File: src/rtl/mem_port_arbiter_pkg.sv
// mem_port_arbiter_pkg: shared state encoding, port IDs and latency-counter sizing for the memory arbiter
package mem_port_arbiter_pkg;
    typedef enum logic [1:0] {IDLE, BUSY_IF, BUSY_DM, HALTED} state_t;
    localparam logic PORT_IF = 1'b0;
    localparam logic PORT_DM = 1'b1;
    localparam int CNT_W = 4;
    // Loaded as LATENCY-1 so the counter reads zero in the cycle mem_rdata is valid
    function automatic logic [CNT_W-1:0] lat_load(input int lat);
        return CNT_W'(lat - 1);
    endfunction
endpackage

File: src/rtl/mem_port_arbiter_if.sv
// mem_port_arbiter_if: fetch, data-memory, halt and memory-port signals of the arbiter
interface mem_port_arbiter_if #(
    parameter int ADDR_W = 16,
    parameter int DATA_W = 16
);
    logic              if_req;
    logic [ADDR_W-1:0] if_addr;
    logic [DATA_W-1:0] if_rdata;
    logic              if_done;
    logic              if_stall;
    logic              dm_rd;
    logic              dm_wr;
    logic [ADDR_W-1:0] dm_addr;
    logic [DATA_W-1:0] dm_wdata;
    logic [DATA_W-1:0] dm_rdata;
    logic              dm_done;
    logic              dm_stall;
    logic              err;
    logic              halt;
    logic              halted;
    logic              mem_en;
    logic              mem_wr;
    logic [ADDR_W-1:0] mem_addr;
    logic [DATA_W-1:0] mem_wdata;
    logic [DATA_W-1:0] mem_rdata;
    modport slave (
        input  if_req, if_addr, dm_rd, dm_wr, dm_addr, dm_wdata, halt, mem_rdata,
        output if_rdata, if_done, if_stall, dm_rdata, dm_done, dm_stall, err, halted,
               mem_en, mem_wr, mem_addr, mem_wdata
    );
    modport master (
        output if_req, if_addr, dm_rd, dm_wr, dm_addr, dm_wdata, halt, mem_rdata,
        input  if_rdata, if_done, if_stall, dm_rdata, dm_done, dm_stall, err, halted,
               mem_en, mem_wr, mem_addr, mem_wdata
    );
endinterface

File: src/rtl/mem_lat_cnt.sv
// mem_lat_cnt: loadable down-counter that stops at zero and flags it
module mem_lat_cnt
    import mem_port_arbiter_pkg::*;
(
    input  logic             clk,
    input  logic             rst,
    input  logic             load,
    input  logic             dec,
    input  logic [CNT_W-1:0] val,
    output logic             zero
);
    logic [CNT_W-1:0] cnt;
    always_ff @(posedge clk) begin
        cnt <= rst ? '0 : load ? val : (dec && !zero) ? cnt - 1'b1 : cnt;
    end
    assign zero = cnt == '0;
endmodule

File: src/rtl/mem_port_arbiter.sv
// mem_port_arbiter: grants one shared fixed-latency memory port to fetch or data access, data first
module mem_port_arbiter
    import mem_port_arbiter_pkg::*;
#(
    parameter int LATENCY = 4
) (
    input logic clk,
    input logic rst,
    mem_port_arbiter_if.slave bus
);
    state_t state, state_nxt;
    logic hlt, zero, idle, dm_elig, if_elig, gnt_dm, gnt_if, flt, issue, sel;
    assign idle    = state == IDLE || state == HALTED;
    assign dm_elig = (bus.dm_rd || bus.dm_wr) && !bus.dm_done;
    assign if_elig = bus.if_req && !bus.if_done && !bus.halt && state != HALTED;
    assign gnt_dm  = idle && dm_elig;
    assign gnt_if  = idle && !dm_elig && if_elig;
    assign sel     = gnt_dm ? PORT_DM : PORT_IF;
    // A faulted grant never reaches memory; it only earns a done+err pulse
    assign flt     = gnt_dm ? (bus.dm_addr[0] || (bus.dm_rd && bus.dm_wr)) : (gnt_if && bus.if_addr[0]);
    assign issue   = (gnt_dm || gnt_if) && !flt;
    mem_lat_cnt u_cnt (
        .clk  (clk),
        .rst  (rst),
        .load (issue),
        .dec  (state == BUSY_IF || state == BUSY_DM),
        .val  (lat_load(LATENCY)),
        .zero (zero)
    );
    always_ff @(posedge clk) begin
        state <= rst ? IDLE : state_nxt;
        hlt   <= !rst && (hlt || state == HALTED);
    end
    always_comb begin
        state_nxt = issue ? (sel == PORT_DM ? BUSY_DM : BUSY_IF)
                  : idle  ? ((state == HALTED || (bus.halt && !dm_elig)) ? HALTED : IDLE)
                  : zero  ? (hlt ? HALTED : IDLE)
                  : state;
    end
    always_comb begin
        bus.mem_en    = issue;
        bus.mem_wr    = issue && sel == PORT_DM && bus.dm_wr;
        bus.mem_addr  = !issue ? '0 : sel == PORT_DM ? bus.dm_addr : bus.if_addr;
        bus.mem_wdata = (issue && sel == PORT_DM) ? bus.dm_wdata : '0;
        bus.halted    = state == HALTED;
    end
    always_ff @(posedge clk) begin
        if (rst) begin
            bus.if_done  <= 1'b0;
            bus.dm_done  <= 1'b0;
            bus.err      <= 1'b0;
            bus.if_rdata <= '0;
            bus.dm_rdata <= '0;
        end else begin
            bus.if_done <= (state == BUSY_IF && zero) || (gnt_if && flt);
            bus.dm_done <= (state == BUSY_DM && zero) || (gnt_dm && flt);
            bus.err     <= flt;
            if (state == BUSY_IF && zero) bus.if_rdata <= bus.mem_rdata;
            if (state == BUSY_DM && zero && !bus.dm_wr) bus.dm_rdata <= bus.mem_rdata;
        end
    end
    assign bus.if_stall = bus.if_req && !bus.if_done;
    assign bus.dm_stall = (bus.dm_rd || bus.dm_wr) && !bus.dm_done;
endmodule

File: src/flat_wrapper.sv
// flat-port wrapper written by rule: the top's interface ports become plain ports
module mem_port_arbiter_flat import mem_port_arbiter_pkg::*;
#(
    parameter int LATENCY = 4
)
  (clk, rst, bus_if_req, bus_if_addr, bus_dm_rd, bus_dm_wr, bus_dm_addr, bus_dm_wdata, bus_halt, bus_mem_rdata, bus_if_rdata, bus_if_done, bus_if_stall, bus_dm_rdata, bus_dm_done, bus_dm_stall, bus_err, bus_halted, bus_mem_en, bus_mem_wr, bus_mem_addr, bus_mem_wdata);
  mem_port_arbiter_if #(.ADDR_W(16), .DATA_W(16)) bus_i ();
  input logic clk;
  input logic rst;
  input wire logic [$bits(bus_i.if_req)-1:0] bus_if_req;
  input wire logic [$bits(bus_i.if_addr)-1:0] bus_if_addr;
  input wire logic [$bits(bus_i.dm_rd)-1:0] bus_dm_rd;
  input wire logic [$bits(bus_i.dm_wr)-1:0] bus_dm_wr;
  input wire logic [$bits(bus_i.dm_addr)-1:0] bus_dm_addr;
  input wire logic [$bits(bus_i.dm_wdata)-1:0] bus_dm_wdata;
  input wire logic [$bits(bus_i.halt)-1:0] bus_halt;
  input wire logic [$bits(bus_i.mem_rdata)-1:0] bus_mem_rdata;
  output wire logic [$bits(bus_i.if_rdata)-1:0] bus_if_rdata;
  output wire logic [$bits(bus_i.if_done)-1:0] bus_if_done;
  output wire logic [$bits(bus_i.if_stall)-1:0] bus_if_stall;
  output wire logic [$bits(bus_i.dm_rdata)-1:0] bus_dm_rdata;
  output wire logic [$bits(bus_i.dm_done)-1:0] bus_dm_done;
  output wire logic [$bits(bus_i.dm_stall)-1:0] bus_dm_stall;
  output wire logic [$bits(bus_i.err)-1:0] bus_err;
  output wire logic [$bits(bus_i.halted)-1:0] bus_halted;
  output wire logic [$bits(bus_i.mem_en)-1:0] bus_mem_en;
  output wire logic [$bits(bus_i.mem_wr)-1:0] bus_mem_wr;
  output wire logic [$bits(bus_i.mem_addr)-1:0] bus_mem_addr;
  output wire logic [$bits(bus_i.mem_wdata)-1:0] bus_mem_wdata;
  assign bus_i.if_req = bus_if_req;
  assign bus_i.if_addr = bus_if_addr;
  assign bus_i.dm_rd = bus_dm_rd;
  assign bus_i.dm_wr = bus_dm_wr;
  assign bus_i.dm_addr = bus_dm_addr;
  assign bus_i.dm_wdata = bus_dm_wdata;
  assign bus_i.halt = bus_halt;
  assign bus_i.mem_rdata = bus_mem_rdata;
  assign bus_if_rdata = bus_i.if_rdata;
  assign bus_if_done = bus_i.if_done;
  assign bus_if_stall = bus_i.if_stall;
  assign bus_dm_rdata = bus_i.dm_rdata;
  assign bus_dm_done = bus_i.dm_done;
  assign bus_dm_stall = bus_i.dm_stall;
  assign bus_err = bus_i.err;
  assign bus_halted = bus_i.halted;
  assign bus_mem_en = bus_i.mem_en;
  assign bus_mem_wr = bus_i.mem_wr;
  assign bus_mem_addr = bus_i.mem_addr;
  assign bus_mem_wdata = bus_i.mem_wdata;
  mem_port_arbiter #(.LATENCY(LATENCY)) u_core (.clk(clk), .rst(rst), .bus(bus_i));
endmodule
File: config.mk
export PLATFORM = sky130hd
export DESIGN_NAME = mem_port_arbiter_flat
export DESIGN_NICKNAME = d
export VERILOG_FILES = /design/src/rtl/mem_port_arbiter_pkg.sv /design/src/rtl/mem_port_arbiter_if.sv /design/src/rtl/mem_lat_cnt.sv /design/src/rtl/mem_port_arbiter.sv /design/src/flat_wrapper.sv
export SDC_FILE = /design/constraint.sdc
export NUM_CORES = 1
export LEC_CHECK = 0
export BUFFER_PORTS_ARGS = -buffer_cell sky130_fd_sc_hd__buf_4
export CORE_UTILIZATION = 44
export DETAILED_ROUTE_END_ITERATION = 8
export GPL_TIMING_DRIVEN = 0
export PLACE_DENSITY = 0.85
export SYNTH_ARGS = -nofsm -noshare
export SYNTH_HDL_FRONTEND = slang
export SYNTH_HIERARCHICAL = 1
export SYNTH_SLANG_ARGS = --single-unit
File: constraint.sdc
create_clock -name clk -period 3.7 [get_ports clk]
set_clock_uncertainty 0.05 [all_clocks]
set_input_delay 0.555 -clock clk [delete_from_list [all_inputs] [get_ports clk]]
set_output_delay 0.555 -clock clk [all_outputs]
set_load 0.005 [all_outputs]
==> results.py <==
metrics = {
    "status": {
        "outcome": "finished, final reports clean",
    },
    "timing": {
        "report.final.hold_viol_count": 0,
        "report.final.setup_viol": 0,
        "rsz0062_at_grt": "no",
        "finalCritPeriodShare_pct": 75.9,
        "layout_setup_ws_ns": 0.894,
        "max_freq_mhz": 356,
        "post_route_setup_tns_ns": 0,
        "final-max-slew-violation-count": 0,
        "timing.final.crit_period_ns": 2.81,
    },
    "global_routing": {
        "grt_start_max_net_pins": 14,
        "first_global_vias": 2150,
        "grt_first_pass_wirelength_um": 10300,
        "grt_util_all_layers_pct": 26.4,
        "antenna_found_initial": 0,
        "grt.overflow.total": 0,
    },
    "pwr": {
        "power.static_leakage_nw": 1.53,
        "ir_worst_vdd_mv": 0.368,
        "total_power_mw": 1.69,
        "power_density_nw_per_um2": 515,
    },
    "place": {
        "post-dp-hpwl_um": 5150,
        "dp_worst_setup_slack_ns": 1.24,
        "gp_congestion": 0.877,
        "io_buffer_count": 139,
    },
    "flow_run": {
        "cap_violations": 0,
    },
    "route": {
        "dr_total_vias": 2335,
        "dr.pass1.iters": 4,
        "dr_vias_cell": 5.11,
        "postRouteWirelength_um": 6570,
        "first_iter_violations": 72,
        "drc": 0,
        "antenna_left": 0,
        "wire_per_inst_um": 14.4,
    },
    "floorplanning": {
        "floorplan.io_pins": 142,
        "chipWidth_um": 70.4,
        "initial_utilization_pct": 46.6,
        "fp.coreArea_um2": 4410,
        "die_area_um2": 4950,
        "die_height_um": 70.4,
        "rows": 24,
    },
    "clock_tree": {
        "numClockSinks": 42,
        "cts_repair_resize_count": 0,
        "cts_setup_buffers": 0,
        "worst_setup_hold_path_clk_slew_ns": 0.08,
        "insertion_delay_ns": 0.30,
        "clock_tree.htree_level_count": 2,
        "root_buffer": "clkbuf_8",
        "cts_hold_repair.buffers": 0,
        "cts.path.max_buffers": 2,
        "tritoncts": "yes",
        "cts_inserted_buffers": 5,
    },
    "hold_path": {
        "worst_hold_class": "reg -> reg",
    },
    "logic_synthesis": {
        "synth_area_um2": 2060,
        "yosysSeqAreaShare_pct": 40.9,
        "synth.avg_cell_area_um2": 8.07,
        "async_reset_ff_share_pct": 0,
        "syn-instance-count": 255,
        "flip_flop_and_latch_count_after_synthesis": 42,
        "postSynth.topFlopCell": "dfxtp_1",
        "number_of_synthesized_flops_with_an_enable_pin": 0,
        "warning_count_from_the_yosys_run": 6,
        "synthDistinctLibCells": 40,
    },
    "setup_path": {
        "endpoint_kind": "output port",
        "critPathKind": "reg -> out",
        "crit_fanout": 10,
        "reg2reg_setup_slack_ns": 1.39,
        "worst_path_arrival_ns": 2.20,
        "cp.required_ns": 3.09,
        "critical_path_source_type": "register",
    },
    "cells_and_area": {
        "finalNetCount": 478,
        "drive_above_1_share_pct": 41.7,
        "antenna_cells": 0,
        "flow.area_growth_from_synthesis_pct": 59.1,
    },
}
[report_power, final]
| part | internal [mW] | switching [mW] |
|---|---|---|
| logic | 0.386 | 0.411 |
| registers | 0.527 | 0.0468 |
| clock network | 0.154 | 0.161 |
| total | 1.07 | 0.618 |
[registers in the layout, summed over array words and instances, names as in the netlist]
| name | flops |
|---|---|
| u_core/bus.if_done | 1 |
| u_core/bus.dm_rdata | 16 |
| u_core/hlt | 1 |
| u_core/bus.err | 1 |
| u_core/u_cnt/cnt | 4 |
| u_core/bus.if_rdata | 16 |
| u_core/bus.dm_done | 1 |
| u_core/state | 2 |
[final timing paths]
| kind | cells after the start | startpoint | to |
|---|---|---|---|
| hold reg to reg | 2 | u_core/bus.if_rdata[11] | u_core/bus.if_rdata[11] |
| setup / recovery | 7 | u_core/state[0] | bus_mem_addr[14] |
| hold / removal | 2 | u_core/bus.if_rdata[11] | u_core/bus.if_rdata[11] |
| setup reg to reg | 9 | u_core/u_cnt/cnt[1] | u_core/bus.if_rdata[6] |
[layout by cell type (no fill, tap or decap), drive strengths merged, types with 2 or more instances in the layout]
master and instances:
a211oi 2, a21o 3, a21oi 36, a22o 15, a311oi 2, and2 19, buf 150, clkbuf 12
conb 5, dfxtp 42, ha 4, inv 8, nand2 69, nand3 2, nor2 14, nor3 3
o21ai 2, or2 2, or3b 2
[layer usage]
layer | GRT usage, % | part of all wire [%] | up-vias
met5 | 0 | 0 | -
met4 | 5.33 | 0.73 | 0
met3 | 8.80 | 9.3 | 5
met2 | 46.8 | 50 | 97
li1 | - | - | 1151
met1 | 30.6 | 40 | 1082
[kinds of logic after synthesis]
| kind of cell | Yosys count | share of synthesized area (%) |
|---|---|---|
| compound gates | 66 | 22.3 |
| xor+xnor | 1 | 0.426 |
| fa+ha+maj | 4 | 2.43 |
| buf+inv | 23 | 5.66 |
| flops | 42 | 40.9 |
| mux | 1 | 0.487 |
| other cells | 2 | 0.365 |
| simple gates | 116 | 27.5 |
[cells in the mapped netlist (2+ instances only)]
| library cell | n | share of area (%) |
|---|---|---|
| nand2_1 | 69 | 13 |
| dfxtp_1 | 42 | 41 |
| a21oi_1 | 36 | 8.8 |
| and2_1 | 19 | 5.8 |
| a22o_1 | 15 | 6.4 |
| nor2_1 | 11 | 2.0 |
| inv_1 | 7 | 1.3 |
| buf_2 | 6 | 1.5 |
| clkbuf_1 | 5 | 0.91 |
| ha_1 | 4 | 2.4 |
| a21o_1 | 3 | 1.1 |
| nor2_2 | 3 | 0.91 |
| a211oi_1 | 2 | 0.73 |
| buf_4 | 2 | 0.73 |
| buf_6 | 2 | 1.1 |
| conb_1 | 2 | 0.37 |
| nand3_1 | 2 | 0.49 |
| nor3_4 | 2 | 1.6 |
| o21ai_0 | 2 | 0.49 |
[critical path, cell delays in order, from the launching register on]
cell and delay (ns):
dfxtp_1 0.38, inv_1 0.06, ha_1 0.39, nand2b_1 0.18
nor3_4 0.33, buf_2 0.25, a22o_1 0.18, buf_4 0.12
[layout make-up]
type / count / area, um^2
multi-input combinational: 193 / 1110
clock buffer: 7 / 86.3
sequential: 42 / 841
fill: 349 / 1140
inverter: 7 / 26.3
clock inverter: 1 / 8.76
buffer: 16 / 90.1
timing repair buffer: 139 / 1040
tap: 52 / 65.1
[metrics by stage]
step	cells	utilization (%)	hold WS, ns	instance area (um^2)
after global placement	449	72.0	0.393	3180
after detailed placement	449	72.0	0.399	3180
after floorplan	258	-	0.385	2070
after global routing	457	74.1	0.428	3270
final	457	74.1	0.406	3270
after CTS	457	74.1	0.411	3270
Power figures use the tool's default switching activity.
